==> src/rtl/fsm_counter_arbiter.sv <==
`default_nettype none
// ============================================================================
// Module      : fsm_counter_arbiter
// Description : Round-robin arbiter that shares one fsm_counter among NREQ
//               requesters. The winner's count is issued to the counter with
//               a single run pulse. The winner is acked when the counter
//               reports done, or when the watchdog expires (err=1).
// Revision    : 1.0 - initial release
// ============================================================================
module fsm_counter_arbiter #(
  parameter int NREQ    = 4,     // number of requesters (2..8)
  parameter int TIMEOUT = 1024,  // max WAIT cycles before abort, 0 = no watchdog
  parameter int TW      = 16     // watchdog counter width, TIMEOUT < 2**TW
) (
  input  logic                 clk,
  input  logic                 rst_n,
  input  logic [NREQ-1:0]      req,
  input  logic [NREQ*32-1:0]   req_count,
  output logic [NREQ-1:0]      ack,
  output logic                 err,
  output logic                 busy,
  output logic [2:0]           grant_id,
  output logic                 cnt_run,
  output logic [31:0]          cnt_in_count,
  input  logic                 cnt_done
);

  // --------------------------------------------------------------------------
  // Constants
  // --------------------------------------------------------------------------
  localparam logic [1:0] c_ST_IDLE  = 2'd0;
  localparam logic [1:0] c_ST_ISSUE = 2'd1;
  localparam logic [1:0] c_ST_WAIT  = 2'd2;
  localparam logic [1:0] c_ST_ACK   = 2'd3;

  // Watchdog only exists when TIMEOUT is non-zero; the limit is the last
  // timer value tolerated in WAIT before the job is aborted.
  localparam bit            c_WD_EN   = (TIMEOUT != 0);
  localparam logic [TW-1:0] c_TLIM    = TW'((TIMEOUT == 0) ? 0 : TIMEOUT - 1);
  localparam logic [2:0]    c_LAST_RST = 3'(NREQ - 1);

  // --------------------------------------------------------------------------
  // State
  // --------------------------------------------------------------------------
  logic [1:0]      r_state;
  logic [2:0]      r_last_grant;
  logic [2:0]      r_grant_id;
  logic [31:0]     r_cnt_in_count;
  logic [TW-1:0]   r_timer;
  logic [NREQ-1:0] r_ack;
  logic            r_err;
  logic            r_busy;
  logic            r_cnt_run;

  // --------------------------------------------------------------------------
  // Combinational
  // --------------------------------------------------------------------------
  logic            w_found;
  logic [2:0]      w_pick;
  logic [31:0]     w_pick_count;
  int              w_dist;
  int              w_best;
  logic [1:0]      w_next;
  logic            w_timeout_hit;
  logic [2:0]      w_ack_grant;
  logic [NREQ-1:0] w_ack_vec;

  // Round-robin pick: the requester closest after r_last_grant (wrapping) wins.
  // Distance 0 is the slot right after the last winner, so the last winner
  // itself has the lowest priority.
  always_comb begin
    w_found      = 1'b0;
    w_pick       = r_last_grant;
    w_pick_count = '0;
    w_best       = NREQ;
    w_dist       = 0;
    for (int j = 0; j < NREQ; j++) begin
      w_dist = j - int'(r_last_grant) - 1;
      if (w_dist < 0) begin
        w_dist = w_dist + NREQ;
      end
      if (req[j] && (w_dist < w_best)) begin
        w_best       = w_dist;
        w_found      = 1'b1;
        w_pick       = 3'(j);
        w_pick_count = req_count[32*j +: 32];
      end
    end
  end

  // Next-state decode; also flags a watchdog abort on the WAIT->ACK edge.
  always_comb begin
    w_next        = r_state;
    w_timeout_hit = 1'b0;
    case (r_state)
      c_ST_IDLE: begin
        if (w_found) begin
          // A zero-length job is acknowledged without ever starting the counter.
          w_next = (w_pick_count == 32'd0) ? c_ST_ACK : c_ST_ISSUE;
        end
      end
      c_ST_ISSUE: begin
        w_next = c_ST_WAIT;
      end
      c_ST_WAIT: begin
        if (cnt_done) begin
          w_next = c_ST_ACK;
        end else if (c_WD_EN && (r_timer == c_TLIM)) begin
          w_next        = c_ST_ACK;
          w_timeout_hit = 1'b1;
        end
      end
      c_ST_ACK: begin
        w_next = c_ST_IDLE;
      end
      default: begin
        w_next = c_ST_IDLE;
      end
    endcase
  end

  // One-hot ack for the requester that will own the ACK cycle. On the
  // zero-count shortcut the grant is being made in this very cycle, so the
  // fresh pick is used instead of the registered grant.
  always_comb begin
    w_ack_grant = (r_state == c_ST_IDLE) ? w_pick : r_grant_id;
    w_ack_vec   = '0;
    for (int j = 0; j < NREQ; j++) begin
      w_ack_vec[j] = (w_ack_grant == 3'(j));
    end
  end

  // --------------------------------------------------------------------------
  // Sequential
  // --------------------------------------------------------------------------

  // FSM state and the outputs that are pure functions of the next state,
  // registered so they line up exactly with the state they belong to.
  always_ff @(posedge clk or negedge rst_n) begin
    if (!rst_n) begin
      r_state   <= c_ST_IDLE;
      r_busy    <= 1'b0;
      r_cnt_run <= 1'b0;
      r_ack     <= '0;
      r_err     <= 1'b0;
    end else begin
      r_state   <= w_next;
      r_busy    <= (w_next != c_ST_IDLE);
      r_cnt_run <= (w_next == c_ST_ISSUE);
      r_ack     <= (w_next == c_ST_ACK) ? w_ack_vec : '0;
      r_err     <= (w_next == c_ST_ACK) && w_timeout_hit;
    end
  end

  // Grant capture: id and count are frozen from grant until the next grant,
  // so the counter input never moves while a job is running.
  always_ff @(posedge clk or negedge rst_n) begin
    if (!rst_n) begin
      r_grant_id     <= 3'd0;
      r_cnt_in_count <= 32'd0;
    end else if ((r_state == c_ST_IDLE) && w_found) begin
      r_grant_id     <= w_pick;
      r_cnt_in_count <= w_pick_count;
    end
  end

  // Rotation pointer advances only when a job is acknowledged.
  always_ff @(posedge clk or negedge rst_n) begin
    if (!rst_n) begin
      r_last_grant <= c_LAST_RST;
    end else if (r_state == c_ST_ACK) begin
      r_last_grant <= r_grant_id;
    end
  end

  // Watchdog timer: cleared while issuing, counts WAIT cycles, saturates.
  always_ff @(posedge clk or negedge rst_n) begin
    if (!rst_n) begin
      r_timer <= '0;
    end else if (r_state == c_ST_ISSUE) begin
      r_timer <= '0;
    end else if ((r_state == c_ST_WAIT) && (r_timer != '1)) begin
      r_timer <= r_timer + 1'b1;
    end
  end

  // --------------------------------------------------------------------------
  // Outputs
  // --------------------------------------------------------------------------
  assign ack          = r_ack;
  assign err          = r_err;
  assign busy         = r_busy;
  assign grant_id     = r_grant_id;
  assign cnt_run      = r_cnt_run;
  assign cnt_in_count = r_cnt_in_count;

endmodule
`default_nettype wire

==> config.mk <==
export PLATFORM = sky130hd
export DESIGN_NAME = fsm_counter_arbiter
export DESIGN_NICKNAME = d
export VERILOG_FILES = /design/src/rtl/fsm_counter_arbiter.sv
export SDC_FILE = /design/constraint.sdc
export NUM_CORES = 1
export LEC_CHECK = 0
export BUFFER_PORTS_ARGS = -buffer_cell sky130_fd_sc_hd__buf_4
export CAP_MARGIN = 20
export CORE_MARGIN = 2
export CORE_UTILIZATION = 39
export CTS_BUF_LIST = sky130_fd_sc_hd__clkbuf_16
export CTS_CLUSTER_SIZE = 25
export DETAILED_ROUTE_END_ITERATION = 12
export PLACE_DENSITY = 0.67
export SLEW_MARGIN = 20
export SYNTH_ARGS = -nofsm -noshare
export SYNTH_HDL_FRONTEND = slang
export SYNTH_SLANG_ARGS = --single-unit
==> constraint.sdc <==
create_clock -name clk -period 8.5 [get_ports clk]
set_clock_uncertainty 0.05 [all_clocks]
set_input_delay 1.275 -clock clk [delete_from_list [all_inputs] [get_ports clk]]
set_output_delay 1.275 -clock clk [all_outputs]
set_load 0.02 [all_outputs]
Yosys cells after proc, flatten, opt, wreduce, memory -nomap -nowiden
Cells that the tools add are included.
{"block": "totals", "out_inout_bits": 42, "regBits": 63, "input_bits": 135, "elab_cells": 83}
{"block": "op_classes", "n_addsub": 13, "order_cmp": 8, "reduce_logical": 12, "n_eq_ne": 10, "n_mux": 31}
{"operator": "$mux 32", "n": 11}
{"operator": "$lt 32x32->1", "n": 3}
{"operator": "$logic_not 32->1", "n": 1}
{"operator": "$lt 32x4->1 const B", "n": 1}
{"operator": "$mux 16", "n": 2}
{"operator": "$add 5x4->6 const B", "n": 4}
{"operator": "$lt 5x1->1 const B", "n": 4}
{"operator": "$sub 4x2->5 const B", "n": 4}
{"operator": "$add 16x1->16 const B", "n": 1}
{"operator": "$eq 16x10->1 const B", "n": 1}
{"operator": "$ne 16x16->1 const B", "n": 1}
{"operator": "$mux 3", "n": 5}
{"operator": "$mux 2", "n": 4}
{"operator": "$pmux 2 s4", "n": 1}
{"operator": "$sub 1x3->4 const A", "n": 2}
{"operator": "$sub 2x3->4 const A", "n": 2}
{"operator": "$logic_and 1x1->1", "n": 7}
{"operator": "$mux 1", "n": 7}
{"operator": "$eq 2x2->1 const B", "n": 3}
{"operator": "$eq 3x2->1 const B", "n": 2}
{"operator": "$eq 2x1->1 const B", "n": 2}
{"operator": "$mux 4", "n": 1}
{"operator": "$reduce_bool 2->1", "n": 2}
{"operator": "$eq 3x1->1 const B", "n": 1}
{"operator": "other kinds (2)", "n": 2}

Logic depth before layout (Yosys ltp)
{"block": "depth", "depth_word": 22, "ltp_mapped": 49, "ltp_nobuf": 40}

Worst setup path before layout
OpenSTA, ideal clock, no wires.
{"block": "synth_timing", "path_type": "reg2reg", "startpoint": "reg r_last_grant[0]", "endpoint": "reg r_err, in the netlist err", "setup_slack_ps": -213, "period_less_slack_ps": 8713, "t_arrival_ps": 8567, "path_stages_with_launch": 44, "cell_sequence": "dfstp_2 buf_2 inv_1 ha_1 nor2_1 xnor2_1 nand2_1 ha_1 o21ai_1 nand3_1 and2_1 buf_4 or3_1 ha_1 a211oi_1 a21oi_1 nor2b_1 o21a_1 (+8 left out) nand2_1 buf_2 buf_2 clkbuf_1 o21ai_0 ha_1 a21o_1 a21oi_1 o2111ai_1 nor2_1 a221oi_1 o41a_1 and2_4 buf_6 nand4_1 a2111oi_2 a21oi_2 nor4_2"}
{"block": "synth_between", "elab_chain_cells": 22, "word_cells_on_any_way": 45, "cone_classes": "12 x add/sub; 8 x order compare; 1 x eq/ne; 18 x mux; 6 x reduce/logical"}
{"item": "from (decl)", "line": "46", "text": "logic [2:0] r_last_grant;"}
{"item": "from (signal assigned)", "line": "170", "text": "r_last_grant <= c_LAST_RST;"}
{"item": "from (signal assigned)", "line": "172", "text": "r_last_grant <= r_grant_id;"}
{"item": "$sub 1x3->4", "line": "78", "text": "w_dist = j - int'(r_last_grant) - 1;"}
{"item": "$sub 4x2->5", "line": "78"}
{"item": "$add 5x4->6 / $lt 5x1->1 (equally long branches)", "line": "80, 79"}
{"item": "$mux 32", "line": "79", "text": "if (w_dist < 0) begin"}
{"item": "$lt 32x4->1", "line": "82", "text": "if (req[j] && (w_dist < w_best)) begin"}
{"item": "$logic_and 1x1->1", "line": "82"}
{"item": "$mux 32", "line": "82"}
{"item": "$lt 32x32->1", "line": "82"}
{"item": "(+6 left out)"}
{"item": "$logic_and 1x1->1", "line": "82"}
{"item": "$mux 32", "line": "82"}
{"item": "$logic_not 32->1", "line": "99", "text": "w_next = (w_pick_count == 32'd0) ? c_ST_ACK : c_ST_ISSUE;"}
{"item": "$mux 2", "line": "99"}
{"item": "$mux 2 (*)", "line": "97", "text": "if (w_found) begin"}
{"item": "$pmux 2 s4 (*)", "line": "95", "text": "case (r_state)"}
{"item": "$eq 2x2->1 (*)", "line": "151", "text": "r_err <= (w_next == c_ST_ACK) && w_timeout_hit;"}
{"item": "$logic_and 1x1->1 (*)", "line": "151"}
{"item": "to (signal assigned)", "line": "151"}
{"item": "to (decl)", "line": "51", "text": "logic r_err;"}
Mark *: on every way between the ends. The rest lies on a longest branch, timed or not.
A chain may end at the register's enable or synchronous reset.

Final worst setup path
{"block": "layout_timing", "startpoint": "reg r_last_grant[0]", "endpoint": "reg r_ack[2], in the netlist ack[2]"}
{"block": "layout_between", "elab_chain_cells": 22, "word_cells_on_any_way": 51, "cone_classes": "12 x add/sub; 8 x order compare; 2 x eq/ne; 24 x mux; 5 x reduce/logical"}
{"item": "$sub 1x3->4", "line": "78"}
{"item": "$sub 4x2->5", "line": "78"}
{"item": "$add 5x4->6 / $lt 5x1->1 (equally long branches)", "line": "80, 79"}
{"item": "$mux 32", "line": "79"}
{"item": "$lt 32x4->1", "line": "82"}
{"item": "$logic_and 1x1->1", "line": "82"}
{"item": "$mux 32", "line": "82"}
{"item": "$lt 32x32->1", "line": "82"}
{"item": "(+6 left out)"}
{"item": "$logic_and 1x1->1", "line": "82"}
{"item": "$mux 32", "line": "82"}
{"item": "$logic_not 32->1", "line": "99"}
{"item": "$mux 2", "line": "99"}
{"item": "$mux 2", "line": "97"}
{"item": "$pmux 2 s4", "line": "95"}
{"item": "$eq 2x2->1", "line": "150", "text": "r_ack <= (w_next == c_ST_ACK) ? w_ack_vec : '0;"}
{"item": "$mux 4 (*)", "line": "150"}
{"item": "to (signal assigned)", "line": "150"}
{"item": "to (decl)", "line": "50", "text": "logic [NREQ-1:0] r_ack;"}
Marked as above.

==> impl_metrics.py <==
metrics = {
    "synth": {
        "synth_top_cell_by_area": "dfrtp_1",
        "synthTopCellsByArea": "dfrtp_1, ha_1, nand2_1, nor2_1, a311oi_1",
        "synth_cell_types": 66,
        "syn_inst": 678,
        "ys_seq_elements": 63,
        "synth_compound_area_frac": 0.2362,
        "synth_commonest_cells": "nand2_1, nor2_1, dfrtp_1",
        "synth_top_family_by_area": "simple AND/OR/NAND/NOR gates",
        "yosys.area_share.simple": 0.2757,
        "synth_area_per_cell_um2": 7.712,
        "synth_top_area_share": 0.2919,
        "async_flop_share": 1.000,
        "netlist_area_mm2": 0.005229,
        "synthMuxAreaShare": 0.01747,
        "yosysSeqAreaShare": 0.3020,
        "yosys.area_share.adder": 0.07657,
        "synth_edf_count": 0,
        "synth.most_common_cell": "nand2_1",
        "synth_nets": 845,
        "synthXorXnorAreaFrac": 0.04020,
        "ys_warn_count": 0,
        "synthFlopType": "dfrtp_1",
    },
    "floorplanning": {
        "core_area_mm2": 0.01319,
        "die_h_um": 119.8,
        "start_util": 0.3964,
        "die-area_mm2": 0.01435,
        "io_pins": 177,
        "rows": 42,
        "die_x_um": 119.8,
    },
    "run_status": {
        "outcome": "finished, final reports clean",
    },
    "placement": {
        "hpwl_mm": 14.51,
        "io_buffers": 176,
        "gp_congestion": 0.9602,
    },
    "timing": {
        "fin_tns_setup_ps": 0,
        "period_needed_ps": 7985,
        "clock.fmax_ghz": 0.1252,
        "slew_violations": 0,
        "slew_headroom": 0.4544,
        "period_share": 0.9395,
        "max_slew.worst_pin.slew_ps": 818.4,
        "hold_viol": 0,
        "finalSetupViolCount": 0,
    },
    "layout": {
        "final_layout_size_suffix_gt1_frac": 0.2800,
        "final_core_util": 0.5394,
        "fin_nets": 1005,
        "area_growth_pct": 36.06,
        "antenna_cells": 0,
    },
    "clock_network": {
        "cts_buffer_depth": 2,
        "cts_tree": "yes",
        "path_clk_slew_ps": 50,
        "clock-sinks": 63,
        "htreeDepth": 3,
        "clk_latency_ps": 340,
        "ctsHoldBuffers": 0,
        "cts_buffers": 9,
        "root_buffer": "clkbuf_16",
    },
    "worst_setup_path": {
        "critPathMaxFanout": 11,
        "arrival_ps": 8180,
        "r2r_slack_ps": 510,
        "r2r-start": "r_last_grant[0]",
        "cp-start-kind": "register",
        "crit_start": "r_last_grant[0]",
        "cp-endpoint": "ack[2]",
        "path_common_cell": "ha_1",
        "cp_slowest_cell": "dfstp_4",
        "r2r-end": "ack[2]",
        "r2r_cells": 39,
        "cpPeakStageDelay_ps": 630,
        "endpoint_kind": "register",
        "crit_required_ps": 8690,
        "path_class": "register to register",
    },
    "global_route": {
        "grt_pass1_vias": 5585,
        "grt_max_degree": 75,
        "antenna_found_initial": 0,
        "grtUsageTotal": 0.2580,
        "globalRouteOverflowTotal": 0,
        "grt_pass1_wl_mm": 29.17,
    },
    "detailed_routing": {
        "via_per_inst": 5.779,
        "ant_nets": 0,
        "num_vias": 5889,
        "drtPass1Iterations": 5,
        "route.detailed.drc": 0,
        "finalWirelength_mm": 18.94,
        "drt_iter0_markers": 609,
        "detail_route.wl_per_cell_um": 18.59,
    },
    "run": {
        "drv_cap": 0,
    },
    "worst_hold_path": {
        "hold_class": "register to register",
    },
}
## stage by stage
step                      worst slack (ps)  hold WS (ps)  instance area [um^2]  instances
final                                514.6         431.9                  7114       1019
after global routing               -0.9504         456.0                  7114       1019
after CTS                            76.97         435.6                  6984       1009
after detailed placement             44.88         424.8                  6668        993
after global placement               453.2         414.3                  6668        993
after floorplan                      80.25         447.1                  5234        678
## critical path: cells and delay by family, from the launching register on
family	cells	cell delay, ps
compound gates	15	3110
xor+xnor	2	250
fa+ha+maj	5	1390
buf+inv	5	610
flops	1	630
simple gates	12	1850
## what timing repair did
action / CTS / global route
buffers inserted: 0 / 9
pin swaps: 0 / 2
endpoints found under the setup margin: 3 / 42
gates cloned: 0 / 1
resized for setup: 1 / 8
## area by class of cell
cell class	instances	area, um^2
clock inverter	7	87.58
timing repair buffer	196	1484
fill	1283	6076
inverter	16	60.06
clock buffer	9	225.2
tap	176	220.2
multi-input combinational	552	3455
sequential	63	1583
## layout by cell type (no fill, tap or decap), types with 3 or more instances in the layout
cell type,Yosys,routed
a31oi_1,3,3
mux2i_1,8,8
ha_1,32,31
clkbuf_16,0,9
dfrtp_1,61,61
buf_4,1,195
inv_1,15,15
a21o_1,3,3
nand3_1,43,43
nand2b_1,6,6
a211oi_1,4,4
nor2_1,75,75
nor4_1,15,15
or4_1,8,8
o211ai_1,7,7
nand2_2,0,3
o221ai_1,3,3
xor2_1,13,13
nand2_1,102,100
o41ai_1,5,5
xnor2_1,11,11
o21ai_0,52,51
and2_1,5,5
nand4_1,11,11
a21oi_1,44,44
a311oi_1,30,30
nor2b_1,9,8
and3_1,9,9
nor3_1,11,11
## metal layers
layer	share of wire	wire (um)	GRT usage
met1	0.42	8023	0.3331
met3	0.071	1336	0.06321
met4	0.031	590	0.09926
met2	0.47	8991	0.4168
met5	0	0	0
## how the worst min path moves through the flow
stage,from,end,slack (ps),cells past startpoint
finish,cnt_in_count[27],cnt_in_count[27],430,2
CTS,cnt_in_count[27],cnt_in_count[27],440,2
detailed placement,cnt_in_count[27],cnt_in_count[27],420,2
floorplan,r_timer[6],r_timer[6],450,2
global route,cnt_in_count[19],cnt_in_count[19],460,2
global placement,cnt_in_count[29],cnt_in_count[29],410,2
## flip-flops by register name, indices dropped and copies added, names as in the netlist
name,count
r_last_grant,3
ack,4
grant_id,3
cnt_run,1
err,1
cnt_in_count,32
r_timer,16
r_state,2
busy,1
## kinds of logic after synthesis
family,count (synthesis)
AND/OR/NAND/NOR,305
buffers and inverters,64
multiplexers,9
flip-flops,63
XOR/XNOR,24
AO/OA/AOI/OAI,181
adder cells (fa/ha/maj),32
Power is left out: the tool's default activity adds up to more than one toggle a clock period on the data nets, which glitch-free logic cannot reach.
